--- src/rtl/bus_arbiter_if.sv ---
// Request/grant/completion bundle between processor ports and the bus arbiter.
// The arbiter uses the slave modport; the requesting side uses master.
interface bus_arbiter_if #(
  parameter int unsigned NUM_PROC = 4
);
  localparam int unsigned SW = $clog2(NUM_PROC);
  localparam int unsigned DW = SW + 1;

  logic [NUM_PROC-1:0]          request;
  logic [NUM_PROC-1:0][DW-1:0]  request_dest;
  logic [NUM_PROC-1:0]          grant;
  logic                         busy;
  logic [SW-1:0]                cur_src;
  logic                         processed_request;
  logic [NUM_PROC-1:0]          request_avail;
  logic                         mem_avail;
  logic                         dest_err;

  modport master (
    output request, request_dest,
    input  grant, busy, cur_src, processed_request, request_avail, mem_avail, dest_err
  );

  modport slave (
    input  request, request_dest,
    output grant, busy, cur_src, processed_request, request_avail, mem_avail, dest_err
  );
endinterface

--- src/rtl/bus_arbiter.sv ---
// Round-robin bus arbiter: grants one requester, holds the bus for XFER_CYCLES,
// then pulses completion toward the destination processor or memory.
module bus_arbiter #(
  parameter int unsigned NUM_PROC    = 4,
  parameter int unsigned XFER_CYCLES = 3
) (
  input  logic          clk,
  input  logic          rst,
  bus_arbiter_if.slave  bus
);

  localparam int unsigned SW = $clog2(NUM_PROC);
  localparam int unsigned DW = SW + 1;
  localparam int unsigned CW = (XFER_CYCLES > 1) ? $clog2(XFER_CYCLES) : 1;
  localparam logic [DW-1:0] MemDest = DW'(NUM_PROC);

  typedef enum logic [1:0] {StIdle, StGrant, StXfer, StDone} state_e;

  state_e              r_state;
  state_e              w_state_next;
  logic [SW-1:0]       r_src;
  logic [DW-1:0]       r_dest;
  logic [SW-1:0]       r_last_grant;
  logic [CW-1:0]       r_cnt;

  logic                w_found;
  logic [SW-1:0]       w_winner;
  logic [SW-1:0]       w_idx;
  logic                w_dest_ok;
  logic                w_arb;
  logic [NUM_PROC-1:0] w_grant;
  logic [NUM_PROC-1:0] w_avail;
  logic                w_mem;
  logic                w_pr;
  logic                w_err;

  // Search starts just after the previous winner so every requester gets a turn.
  always_comb begin
    w_found  = 1'b0;
    w_winner = '0;
    w_idx    = '0;
    for (int unsigned i = 1; i <= NUM_PROC; i++) begin
      w_idx = SW'((r_last_grant + i) % NUM_PROC);
      if (!w_found && bus.request[w_idx]) begin
        w_found  = 1'b1;
        w_winner = w_idx;
      end
    end
  end

  assign w_dest_ok = (r_dest <= MemDest);
  assign w_arb     = (r_state == StIdle) || (r_state == StDone);

  always_ff @(posedge clk or posedge rst) begin
    if (rst) begin
      r_state <= StIdle;
    end else begin
      r_state <= w_state_next;
    end
  end

  always_comb begin
    w_state_next = r_state;
    unique case (r_state)
      StIdle:  if (w_found) w_state_next = StGrant;
      StGrant: w_state_next = w_dest_ok ? StXfer : StIdle;
      StXfer:  if (r_cnt == '0) w_state_next = StDone;
      StDone:  w_state_next = w_found ? StGrant : StIdle;
      default: w_state_next = StIdle;
    endcase
  end

  // Owner and destination are captured only at the arbitration edge.
  always_ff @(posedge clk or posedge rst) begin
    if (rst) begin
      r_src        <= '0;
      r_dest       <= '0;
      r_last_grant <= SW'(NUM_PROC - 1);
      r_cnt        <= '0;
    end else begin
      if (w_arb && w_found) begin
        r_src        <= w_winner;
        r_dest       <= bus.request_dest[w_winner];
        r_last_grant <= w_winner;
      end
      if (r_state == StGrant) begin
        r_cnt <= CW'(XFER_CYCLES - 1);
      end else if (r_state == StXfer && r_cnt != '0) begin
        r_cnt <= r_cnt - 1'b1;
      end
    end
  end

  always_comb begin
    w_grant = '0;
    w_avail = '0;
    w_mem   = 1'b0;
    w_pr    = 1'b0;
    w_err   = 1'b0;
    if (r_state == StGrant) begin
      w_grant[r_src] = 1'b1;
      w_err          = !w_dest_ok;
    end
    if (r_state == StDone) begin
      w_pr  = 1'b1;
      w_mem = (r_dest == MemDest);
      if (r_dest < MemDest) begin
        w_avail[r_dest[SW-1:0]] = 1'b1;
      end
    end
  end

  assign bus.grant             = w_grant;
  assign bus.busy              = (r_state != StIdle);
  assign bus.cur_src           = r_src;
  assign bus.processed_request = w_pr;
  assign bus.request_avail     = w_avail;
  assign bus.mem_avail         = w_mem;
  assign bus.dest_err          = w_err;

endmodule

--- src/flat_wrapper.sv ---
// flat-port wrapper written by rule: the top's interface ports become plain ports
module bus_arbiter_flat 
#(
  parameter int unsigned NUM_PROC    = 4,
  parameter int unsigned XFER_CYCLES = 3
)
  (clk, rst, bus_request, bus_request_dest, bus_grant, bus_busy, bus_cur_src, bus_processed_request, bus_request_avail, bus_mem_avail, bus_dest_err);
  bus_arbiter_if #(.NUM_PROC(NUM_PROC)) bus_i ();
  input  logic clk;
  input  logic rst;
  input wire logic [$bits(bus_i.request)-1:0] bus_request;
  input wire logic [$bits(bus_i.request_dest)-1:0] bus_request_dest;
  output wire logic [$bits(bus_i.grant)-1:0] bus_grant;
  output wire logic [$bits(bus_i.busy)-1:0] bus_busy;
  output wire logic [$bits(bus_i.cur_src)-1:0] bus_cur_src;
  output wire logic [$bits(bus_i.processed_request)-1:0] bus_processed_request;
  output wire logic [$bits(bus_i.request_avail)-1:0] bus_request_avail;
  output wire logic [$bits(bus_i.mem_avail)-1:0] bus_mem_avail;
  output wire logic [$bits(bus_i.dest_err)-1:0] bus_dest_err;
  assign bus_i.request = bus_request;
  assign bus_i.request_dest = bus_request_dest;
  assign bus_grant = bus_i.grant;
  assign bus_busy = bus_i.busy;
  assign bus_cur_src = bus_i.cur_src;
  assign bus_processed_request = bus_i.processed_request;
  assign bus_request_avail = bus_i.request_avail;
  assign bus_mem_avail = bus_i.mem_avail;
  assign bus_dest_err = bus_i.dest_err;
  bus_arbiter #(.NUM_PROC(NUM_PROC), .XFER_CYCLES(XFER_CYCLES)) u_core (.clk(clk), .rst(rst), .bus(bus_i));
endmodule
--- config.mk ---
export PLATFORM = sky130hd
export DESIGN_NAME = bus_arbiter_flat
export DESIGN_NICKNAME = d
export VERILOG_FILES = /design/src/rtl/bus_arbiter_if.sv /design/src/rtl/bus_arbiter.sv /design/src/flat_wrapper.sv
export SDC_FILE = /design/constraint.sdc
export NUM_CORES = 1
export LEC_CHECK = 0
export ABC_AREA = 0
export ABC_CLOCK_PERIOD_IN_PS = 4400
export BUFFER_PORTS_ARGS = -buffer_cell sky130_fd_sc_hd__buf_2
export CORE_ASPECT_RATIO = 0.8
export CORE_MARGIN = 2
export CORE_UTILIZATION = 41
export CTS_CLUSTER_DIAMETER = 120
export DETAILED_ROUTE_END_ITERATION = 8
export PLACE_DENSITY = 0.68
export REMOVE_ABC_BUFFERS = 1
export SYNTH_ARGS = -nofsm -noshare
export SYNTH_HDL_FRONTEND = slang
export SYNTH_SLANG_ARGS = --single-unit
--- constraint.sdc ---
create_clock -name clk -period 4.4 [get_ports clk]
set_input_delay 0.22 -clock clk [delete_from_list [all_inputs] [get_ports clk]]
set_output_delay 0.22 -clock clk [all_outputs]
set_load 0.005 [all_outputs]
==> results of run 1 <==
## layout by cell type (no fill, tap or decap), types with 3 or more instances in the layout
| master | Yosys | layout |
|---|---|---|
| mux2i_1 | 4 | 4 |
| nand2_1 | 11 | 11 |
| mux2_4 | 3 | 3 |
| nand2b_1 | 4 | 4 |
| a21oi_1 | 3 | 3 |
| ha_1 | 6 | 6 |
| buf_2 | 0 | 31 |
| nand3_1 | 7 | 7 |
| inv_1 | 8 | 8 |
| clkbuf_4 | 0 | 3 |
| nor3_1 | 3 | 3 |
| o211ai_2 | 3 | 3 |
| dfrtp_1 | 9 | 9 |
| nor2_1 | 11 | 11 |
| o21ai_0 | 3 | 3 |
## logic make-up after synthesis
group,after synthesis,share of synthesized area (%)
AND/OR/NAND/NOR,46,27.0
AO/OA/AOI/OAI,16,17.2
flip-flops,11,32.0
buffers and inverters,9,4.33
multiplexers,7,9.81
adder cells (fa/ha/maj),6,8.66
XOR/XNOR,1,1.01
## cell type report
type | instances | share of cell area, %
Multi-Input combinational cell | 76 | 51.0
Sequential cell | 11 | 25.7
Timing Repair Buffer | 32 | 15.3
Inverter | 8 | 2.78
Tap cell | 24 | 2.78
Clock buffer | 4 | 2.43
## worst min-delay path: stages
cell and delay [ps]:
buf_2 80, mux2i_1 70, o211ai_2 130
## worst min path at each step
stage / start / end / slack (ps)
floorplan: rst / asynchronous set/reset pin / 70
global placement: rst / u_core.r_cnt[0] / 230
detailed placement: rst / u_core.r_cnt[0] / 240
CTS: bus_request_dest[6] / u_core.r_dest[0] / 260
global route: bus_request_dest[6] / u_core.r_dest[0] / 290
finish: bus_request_dest[6] / u_core.r_dest[0] / 260
## routing by layer
layer  part of all wire (%)  vias to the layer above  routed length (microns)  global-route usage [%]
li1                       -                      400                        -                       -
met1                     47                      357                      908                    18.2
met2                     48                       21                      923                    30.0
met3                    4.1                        2                       79                    2.58
met4                   0.88                        0                       17                    7.32
met5                      0                        -                        0                       0
## power by group through the flow
stage / Combinational (W) / Sequential (W) / Clock, W
after floorplan: 0.000319 / 0.000209 / 0
after global placement: 0.000407 / 0.000218 / 0
after detailed placement: 0.000424 / 0.000224 / 0
after CTS: 0.000427 / 0.000221 / 0.0000698
after global routing: 0.000474 / 0.000231 / 0.0000752
final: 0.000424 / 0.000223 / 0.0000688
## stage by stage
| stage | instances | hold slack [ps] | area (sq um) | util, % | power (W) |
|---|---|---|---|---|---|
| floorplan | 95 | 71.0 | 860 | - | 0.000528 |
| global placement | 150 | 234 | 1040 | 53.7 | 0.000625 |
| detailed placement | 150 | 236 | 1040 | 53.7 | 0.000648 |
| CTS | 155 | 259 | 1080 | 55.6 | 0.000719 |
| global route | 155 | 287 | 1080 | 55.6 | 0.000780 |
| finish | 155 | 263 | 1080 | 55.6 | 0.000716 |
## state kept, by name (all words and copies together) (netlist names), named ones only
name                 flops
u_core.r_state           1
u_core.r_last_grant      2
u_core.r_cnt             2
u_core.r_dest            3
u_core.bus.cur_src       2
==> summary.md, run 1 <==
| Metric | Value |
|---|---|
| Reg-to-reg slack, setup | `2540 ps` |
| Top delay family on crit path | `simple AND/OR/NAND/NOR gates` |
| Vias in the first global route | `721` |
| Top cell type's share of synthesized area | `26.0%` |
| CP startpoint kind | `flip-flop` |
| Least-Margin Pin Slew | `492 ps` |
| Port bufs | `31` |
| Initial antenna violation count | `0` |
| Final ANT Viol Nets | `0` |
| Max Cap Viol | `0` |
| Detailed Route WL | `1930 microns` |
| I/O pins | `32` |
| Synth unique cells | `30` |
| Initial Util | `44.6%` |
| Hold buffer count at cts | `1` |
| Drt wl/cell | `12.4 microns` |
| R2R Path End | `u_core.r_dest[2]` |
| Sequential element share of the synthesized area | `32.0%` |
| Area of the multi-input gates | `552 sq um` |
| Root Driver | `clkbuf_4` |
| R2R depth | `6` |
| Synth Instances | `96` |
| Crit. path cell count | `6` |
| Final WS setup | `2540 ps` |
| Net Sw Frac | `45.2%` |
| Sequential Power Share | `31.2%` |
| Slowest CP cell | `dfrtp_1` |
| Slew margin rel. | `67.1%` |
| Tightest Hold Check Type | `primary input to flip-flop` |
| Final Critical Period | `1860 ps` |
| Die ar. | `2500 sq um` |
| Die Wd | `55.4 microns` |
| Number of buffers and inverters on the critical path | `1` |
| Leakage | `0.556 nW` |
| Hpwl dp | `1540 microns` |
| First drt pass iteration count | `4` |
| Synth warnings | `0` |
| Yosys top cell by area | `dfrtp_1` |
| Status | `completed` |
| Average size of a mapped cell | `9.03 sq um` |
| Clock Latency Late Sink | `260 ps` |
| CP cell instances | `inv_1 -> ha_1 -> nor2_1 -> nand3_1 -> mux2_4 -> o211ai_2` |
| Setup Crit Path Kind | `flip-flop to flip-flop` |
| Synth area leaders | `dfrtp_1, ha_1, dfstp_2` |
| Period utilization | `42.3%` |
| Area growth from synthesis to layout | `24.7%` |
| Grt ovf | `0` |
| Vias | `780` |
| GR Util All Layers | `15.9%` |
| Max stage delay on crit path | `430 ps` |
| H-tree depth | `1` |
| Hold Path Stages | `3` |
| # setup viols final | `0` |
| Starting DRT DRC Count | `10` |
| Pin count of the biggest net entering global routing | `12` |
| Peak Freq | `538 MHz` |
| DRC | `0` |
| RR Startpoint | `u_core.r_state[0]` |
| Setup Skew | `2.17 ps` |
| Share of cells above drive strength 1 | `37.4%` |
| Ys flop type | `dfrtp_1` |
| CTS tree | `built` |
| Final hold vios | `0` |
| Pwr/cell area | `662 nW/um^2` |
| Post-synth ARST share | `100%` |
| Core area | `1940 sq um` |
| Register area | `278 sq um` |
| Crit. End Element | `flip-flop` |
| Worst Path Required | `4590 ps` |
| Clock transition at the registers of the reported paths | `70 ps` |
| GP Congestion | `0.729` |
| Commonest cells post-synth | `nand2_1, nor2_1, dfrtp_1` |
| Die Height | `45.1 microns` |
| Start point of the critical path | `u_core.r_state[0]` |
| #FFs+latches synth | `11` |
| Combinational power share | `59.2%` |
| Final Net Count | `156` |
| Diodes inserted | `0` |
| # rows | `14` |
| Final slew viol count | `0` |
| Setup Buffers After CTS | `0` |
| EDFF count, synth | `0` |
| RSZ-0062 raised after global routing | `no` |
| Post-CTS Resized | `0` |
| Clk network pwr share | `9.6%` |
| DR vias/cell | `5.03` |
| Worst slack at placement | `2570 ps` |
| Crit path to | `u_core.r_dest[2]` |
| Layout fillers | `189` |
| Global-route wire length before repair | `3060 microns` |
| CP arrival | `2050 ps` |
| Maximum VDD drop | `0.000309 V` |
| CTS sink cnt | `11` |
| CP max FO | `8` |
| Sw power | `0.000323 W` |
| Setup total negative slack | `0 ps` |
| Int Pwr | `0.000393 W` |
| Post-Syn Area | `867 sq um` |
| Inserted Clock Buffers | `3` |
| CTS Buffer Depth | `2` |
(Power assumes the default switching activity.)
==> inputs of run 2 (changes only) <==
--- a/config.mk
+++ b/config.mk
@@ -6,7 +6,7 @@
 export NUM_CORES = 1
 export LEC_CHECK = 0
 export ABC_AREA = 0
-export ABC_CLOCK_PERIOD_IN_PS = 4400
+export ABC_CLOCK_PERIOD_IN_PS = 1900
 export BUFFER_PORTS_ARGS = -buffer_cell sky130_fd_sc_hd__buf_2
 export CORE_ASPECT_RATIO = 0.8
 export CORE_MARGIN = 2
==> constraint.sdc (replaced) <==
create_clock -name clk -period 1.9 [get_ports clk]
set_input_delay 0.095 -clock clk [delete_from_list [all_inputs] [get_ports clk]]
set_output_delay 0.095 -clock clk [all_outputs]
set_load 0.005 [all_outputs]
==> run 2 against run 1 <==
Effect of this change: clock power increased by 140%; die area unchanged; critical path depth decreased by 1; global-route usage increased by 0.26 points; sequential power increased by 130%; wire length decreased by 5.7%; worst setup slack got worse by 2400 ps; register-to-register slack got worse by 2400 ps; sequential share of layout area decreased by 0.18 points; sequential cell count unchanged; final area increased by 0.69%; non-clock buffer count increased by 1.
==> summary.md, run 2 (synthesized netlist as in run 1, its figures left out) <==
| Metric | Value |
|---|---|
| GR Util All Layers | `16.2%` |
| CP startpoint kind | `flip-flop` |
| Final Critical Period | `1720 ps` |
| Share of cells above drive strength 1 | `37.9%` |
| Core area | `1940 sq um` |
| Layout fillers | `189` |
| Diodes inserted | `0` |
| Port bufs | `31` |
| Vias in the first global route | `736` |
| Most common cell after layout, fill and taps aside | `buf_2` |
| Period utilization | `90.7%` |
| Die Wd | `55.4 microns` |
| Pwr/cell area | `1530 nW/um^2` |
| Peak Freq | `580 MHz` |
| # setup viols final | `0` |
| Top delay family on crit path | `simple AND/OR/NAND/NOR gates` |
| Final WS setup | `177 ps` |
| Starting DRT DRC Count | `9` |
| Area growth from synthesis to layout | `25.5%` |
| # rows | `14` |
| Min-Delay Startpoint | `bus_request_dest[8]` |
| Cell Count, Final, Fillers Out | `156` |
| Slew margin rel. | `70.9%` |
| Clock transition at the registers of the reported paths | `70 ps` |
| DR WL met2 | `912 microns` |
| Worst Path Required | `2100 ps` |
| Biggest register | `u_core.r_dest` |
| Final Net Count | `157` |
| Post-CTS Resized | `0` |
| R2R Path End | `u_core.r_dest[0]` |
| Final hold vios | `0` |
| Max reg flops | `3` |
| Total Power | `0.00167 W` |
| Least-Margin Pin Slew | `432 ps` |
| Root Driver | `clkbuf_4` |
| Reg-to-reg slack, setup | `180 ps` |
| Initial antenna violation count | `0` |
| CP cell instances | `inv_1 -> ha_1 -> or2_1 -> or2_4 -> o211ai_2` |
| Grt ovf | `0` |
| H-tree depth | `1` |
| Final ANT Viol Nets | `0` |
| Max stage delay on crit path | `440 ps` |
| Die ar. | `2500 sq um` |
| Crit. End Element | `flip-flop` |
| DP Area | `1050 sq um` |
| Worst slack at placement | `186 ps` |
| Die Height | `45.1 microns` |
| Vias | `780` |
| Hpwl dp | `1500 microns` |
| Status | `completed` |
| Drt wl/cell | `11.7 microns` |
| Uppermost layer routed | `met4` |
| Inserted Clock Buffers | `3` |
| Setup total negative slack | `0 ps` |
| Hold EP | `u_core.r_dest[2]` |
| R2R depth | `5` |
| RSZ-0062 raised after global routing | `no` |
| CP arrival | `1920 ps` |
| DRC | `0` |
| Max Cap Viol | `0` |
| M1 wire length | `790 microns` |
| Met3 Routed Length | `65 microns` |
| Pin count of the biggest net entering global routing | `12` |
| Setup Crit Path Kind | `flip-flop to flip-flop` |
| RR Startpoint | `u_core.r_state[0]` |
| Maximum VDD drop | `0.000686 V` |
| Setup Skew | `4.60 ps` |
| Setup Buffers After CTS | `0` |
| Slowest CP cell | `dfrtp_1` |
| DR vias/cell | `5.00` |
| CTS sink cnt | `11` |
| Clock Latency Late Sink | `270 ps` |
| Hold Path Stages | `3` |
| CTS tree | `built` |
| GP Congestion | `0.718` |
| Final slew viol count | `0` |
| Fin area | `1090 sq um` |
| Most frequent cells in the layout | `buf_2, nand2_1, nor2_1, dfrtp_1, inv_1` |
| CP max FO | `7` |
| CTS Buffer Depth | `2` |
| Initial Util | `44.6%` |
| Hold buffer count at cts | `1` |
| First drt pass iteration count | `5` |
| Tightest Hold Check Type | `primary input to flip-flop` |
| Detailed Route WL | `1820 microns` |
| I/O pins | `32` |
| Number of buffers and inverters on the critical path | `1` |
| Start point of the critical path | `u_core.r_state[0]` |
| Dpl cells | `151` |
| Leakage | `0.561 nW` |
| Global-route wire length before repair | `3070 microns` |
==> run 2: metal layers <==
metal / vias to the layer above / track usage (%)
met5: - / 0
met4: 0 / 10.2
met3: 5 / 1.72
met2: 22 / 29.3
met1: 352 / 19.0
li1: 401 / -
==> run 2: cell type report <==
type	instances	area, sq um	area share (%)
Multi-Input combinational cell	76	552	50.7
Inverter	8	30.0	2.76
Tap cell	24	30.0	2.76
Sequential cell	11	278	25.5
Timing Repair Buffer	33	173	15.9
Clock buffer	4	26.3	2.41
==> run 2: per-stage QoR <==
step | utilization (%) | hold WS (ps)
after floorplan | - | -54.0
after global placement | 54.1 | 103
after detailed placement | 54.1 | 110
final | 56.0 | 119
after global routing | 56.0 | 124
after CTS | 56.0 | 115
==> run 2: worst max-delay path by stage <==
stage | to | cells after the start
floorplan | u_core.r_dest[0] | 6
global placement | u_core.r_dest[0] | 5
detailed placement | u_core.r_dest[0] | 5
CTS | u_core.r_dest[0] | 5
global route | u_core.r_dest[0] | 5
finish | u_core.r_dest[0] | 5
==> run 2: where the power goes <==
part | leakage [nW] | switching [W] | internal [W]
sequential | 0.128 | 0.000133 | 0.000374
combinational | 0.418 | 0.000522 | 0.000478
clock | 0.0150 | 0.0000820 | 0.0000813
total | 0.561 | 0.000737 | 0.000933
==> run 2: worst register-to-register path: stages (launching register included) <==
cell	delay [ps]
dfrtp_1	440
inv_1	120
ha_1	320
or2_1	310
or2_4	310
o211ai_2	160
==> inputs of run 3 (changes only) <==
--- a/config.mk
+++ b/config.mk
@@ -13,7 +13,9 @@
 export CORE_UTILIZATION = 41
 export CTS_CLUSTER_DIAMETER = 120
 export DETAILED_ROUTE_END_ITERATION = 8
+export MAX_ROUTING_LAYER = met4
 export PLACE_DENSITY = 0.68
+export RECOVER_POWER = 100
 export REMOVE_ABC_BUFFERS = 1
 export SYNTH_ARGS = -nofsm -noshare
 export SYNTH_HDL_FRONTEND = slang
==> run 3 against run 2 <==
Effect of this change: combinational power shrank 4%; clock power about the same; clock skew decreased by 0.75 ps.
==> summary.md, run 3 (synthesized netlist as in run 1, its figures left out) <==
| Metric | Value |
|---|---|
| Setup Skew | `3.85 ps` |
| DRC | `0` |
| Pin count of the biggest net entering global routing | `12` |
| Tightest Hold Check Type | `primary input to flip-flop` |
| RSZ-0062 raised after global routing | `no` |
| Area growth from synthesis to layout | `23.2%` |
| Leakage | `0.517 nW` |
| Peak Freq | `579 MHz` |
| CP max FO | `7` |
| CTS sink cnt | `11` |
| Die Height | `45.1 microns` |
| Most frequent cells in the layout | `buf_2, nand2_1, nor2_1, dfrtp_1, clkbuf_1` |
| CTS tree | `built` |
| Max reg flops | `3` |
| Clock transition at the registers of the reported paths | `70 ps` |
| Final ANT Viol Nets | `0` |
| Root Driver | `clkbuf_4` |
| Global-route wire length before repair | `3060 microns` |
| Crit. End Element | `flip-flop` |
| Final slew viol count | `0` |
| CP arrival | `1920 ps` |
| Least-Margin Pin Slew | `430 ps` |
| Min Hold Slack | `126 ps` |
| CP startpoint kind | `flip-flop` |
| DR vias/cell | `5.06` |
| Share of cells above drive strength 1 | `30.3%` |
| I/O pins | `32` |
| # rows | `14` |
| Vias in the first global route | `737` |
| Final Net Count | `157` |
| Status | `completed` |
| Biggest register | `u_core.r_dest` |
| Final hold vios | `0` |
| # setup viols final | `0` |
| Die Wd | `55.4 microns` |
| Setup total negative slack | `0 ps` |
| Port bufs | `31` |
| Die ar. | `2500 sq um` |
| Setup Buffers After CTS | `0` |
| Slew margin rel. | `71.1%` |
| Diodes inserted | `0` |
| Most common cell after layout, fill and taps aside | `buf_2` |
| Initial Util | `44.6%` |
| Core area | `1940 sq um` |
| Setup Crit Path Kind | `flip-flop to flip-flop` |
| Pwr/cell area | `1530 nW/um^2` |
| Worst Path Required | `2100 ps` |
| First drt pass iteration count | `4` |
| CTS Buffer Depth | `2` |
| Grt ovf | `0` |
| Starting DRT DRC Count | `11` |
| Initial antenna violation count | `0` |
| Clock Latency Late Sink | `270 ps` |
| Detailed Route WL | `1830 microns` |
| Inserted Clock Buffers | `3` |
| Hpwl dp | `1500 microns` |
| Hold buffer count at cts | `1` |
| Total Power | `0.00164 W` |
| Post-CTS Resized | `0` |
| Final Critical Period | `1730 ps` |
| Period utilization | `90.9%` |
| Max Cap Viol | `0` |
| Drt wl/cell | `11.7 microns` |
| Maximum VDD drop | `0.000682 V` |
| GR Util All Layers | `16.6%` |
| GP Congestion | `0.726` |
| Vias | `790` |
| H-tree depth | `1` |
[run 3: critical path, stage by stage (launching register included)]
cell      delay, ps
dfrtp_1         430
inv_1           120
ha_1            320
or2_1           310
or2_4           310
o211ai_1        170
[run 3: per-stage QoR]
step	std cells	worst slack (ps)	area [sq um]	util (%)
6_report	156	174	1070	55.0
4_1_cts	156	168	1090	56.0
2_1_floorplan	95	270	860	-
5_1_grt	156	38.8	1070	55.0
3_5_place_dp	151	186	1050	54.1
3_3_place_gp	151	247	1050	54.1
[run 3: metal layers]
metal / GRT usage [%] / up-vias / part of all wire [%]
met5: - / - / 0
met4: 10.2 / 0 / 2.7
met3: 1.72 / 5 / 4.5
met2: 29.5 / 22 / 50
met1: 18.6 / 360 / 43
li1: - / 403 / -
[run 3: layout make-up]
cell class,instances,area [sq um]
clock buffer,4,26.3
timing repair buffer,33,163
inverter,8,30.0
multi-input combinational,76,542
fill,195,876
tap,24,30.0
sequential,11,278
[run 3: power by group]
| group | internal, W | switching [W] | leakage [nW] |
|---|---|---|---|
| Clock | 0.0000814 | 0.0000837 | 0.0150 |
| Sequential | 0.000374 | 0.000134 | 0.128 |
| Combinational | 0.000454 | 0.000508 | 0.374 |
| Total | 0.000910 | 0.000726 | 0.517 |
[run 3: worst paths after layout]
| path | cells after the start | slack, ps | start | end |
|---|---|---|---|---|
| max | 5 | 170 | u_core.r_state[0] | u_core.r_dest[2] |
| min | 3 | 130 | bus_request_dest[6] | u_core.r_dest[0] |
| max reg2reg | 5 | 170 | u_core.r_state[0] | u_core.r_dest[2] |
| min reg2reg | 2 | 510 | u_core.r_last_grant[0] | u_core.r_last_grant[0] |
| max in group asynchronous | 3 | 1220 | rst | u_core.r_last_grant[0] |
| min in group asynchronous | 3 | 350 | rst | u_core.r_state[0] |
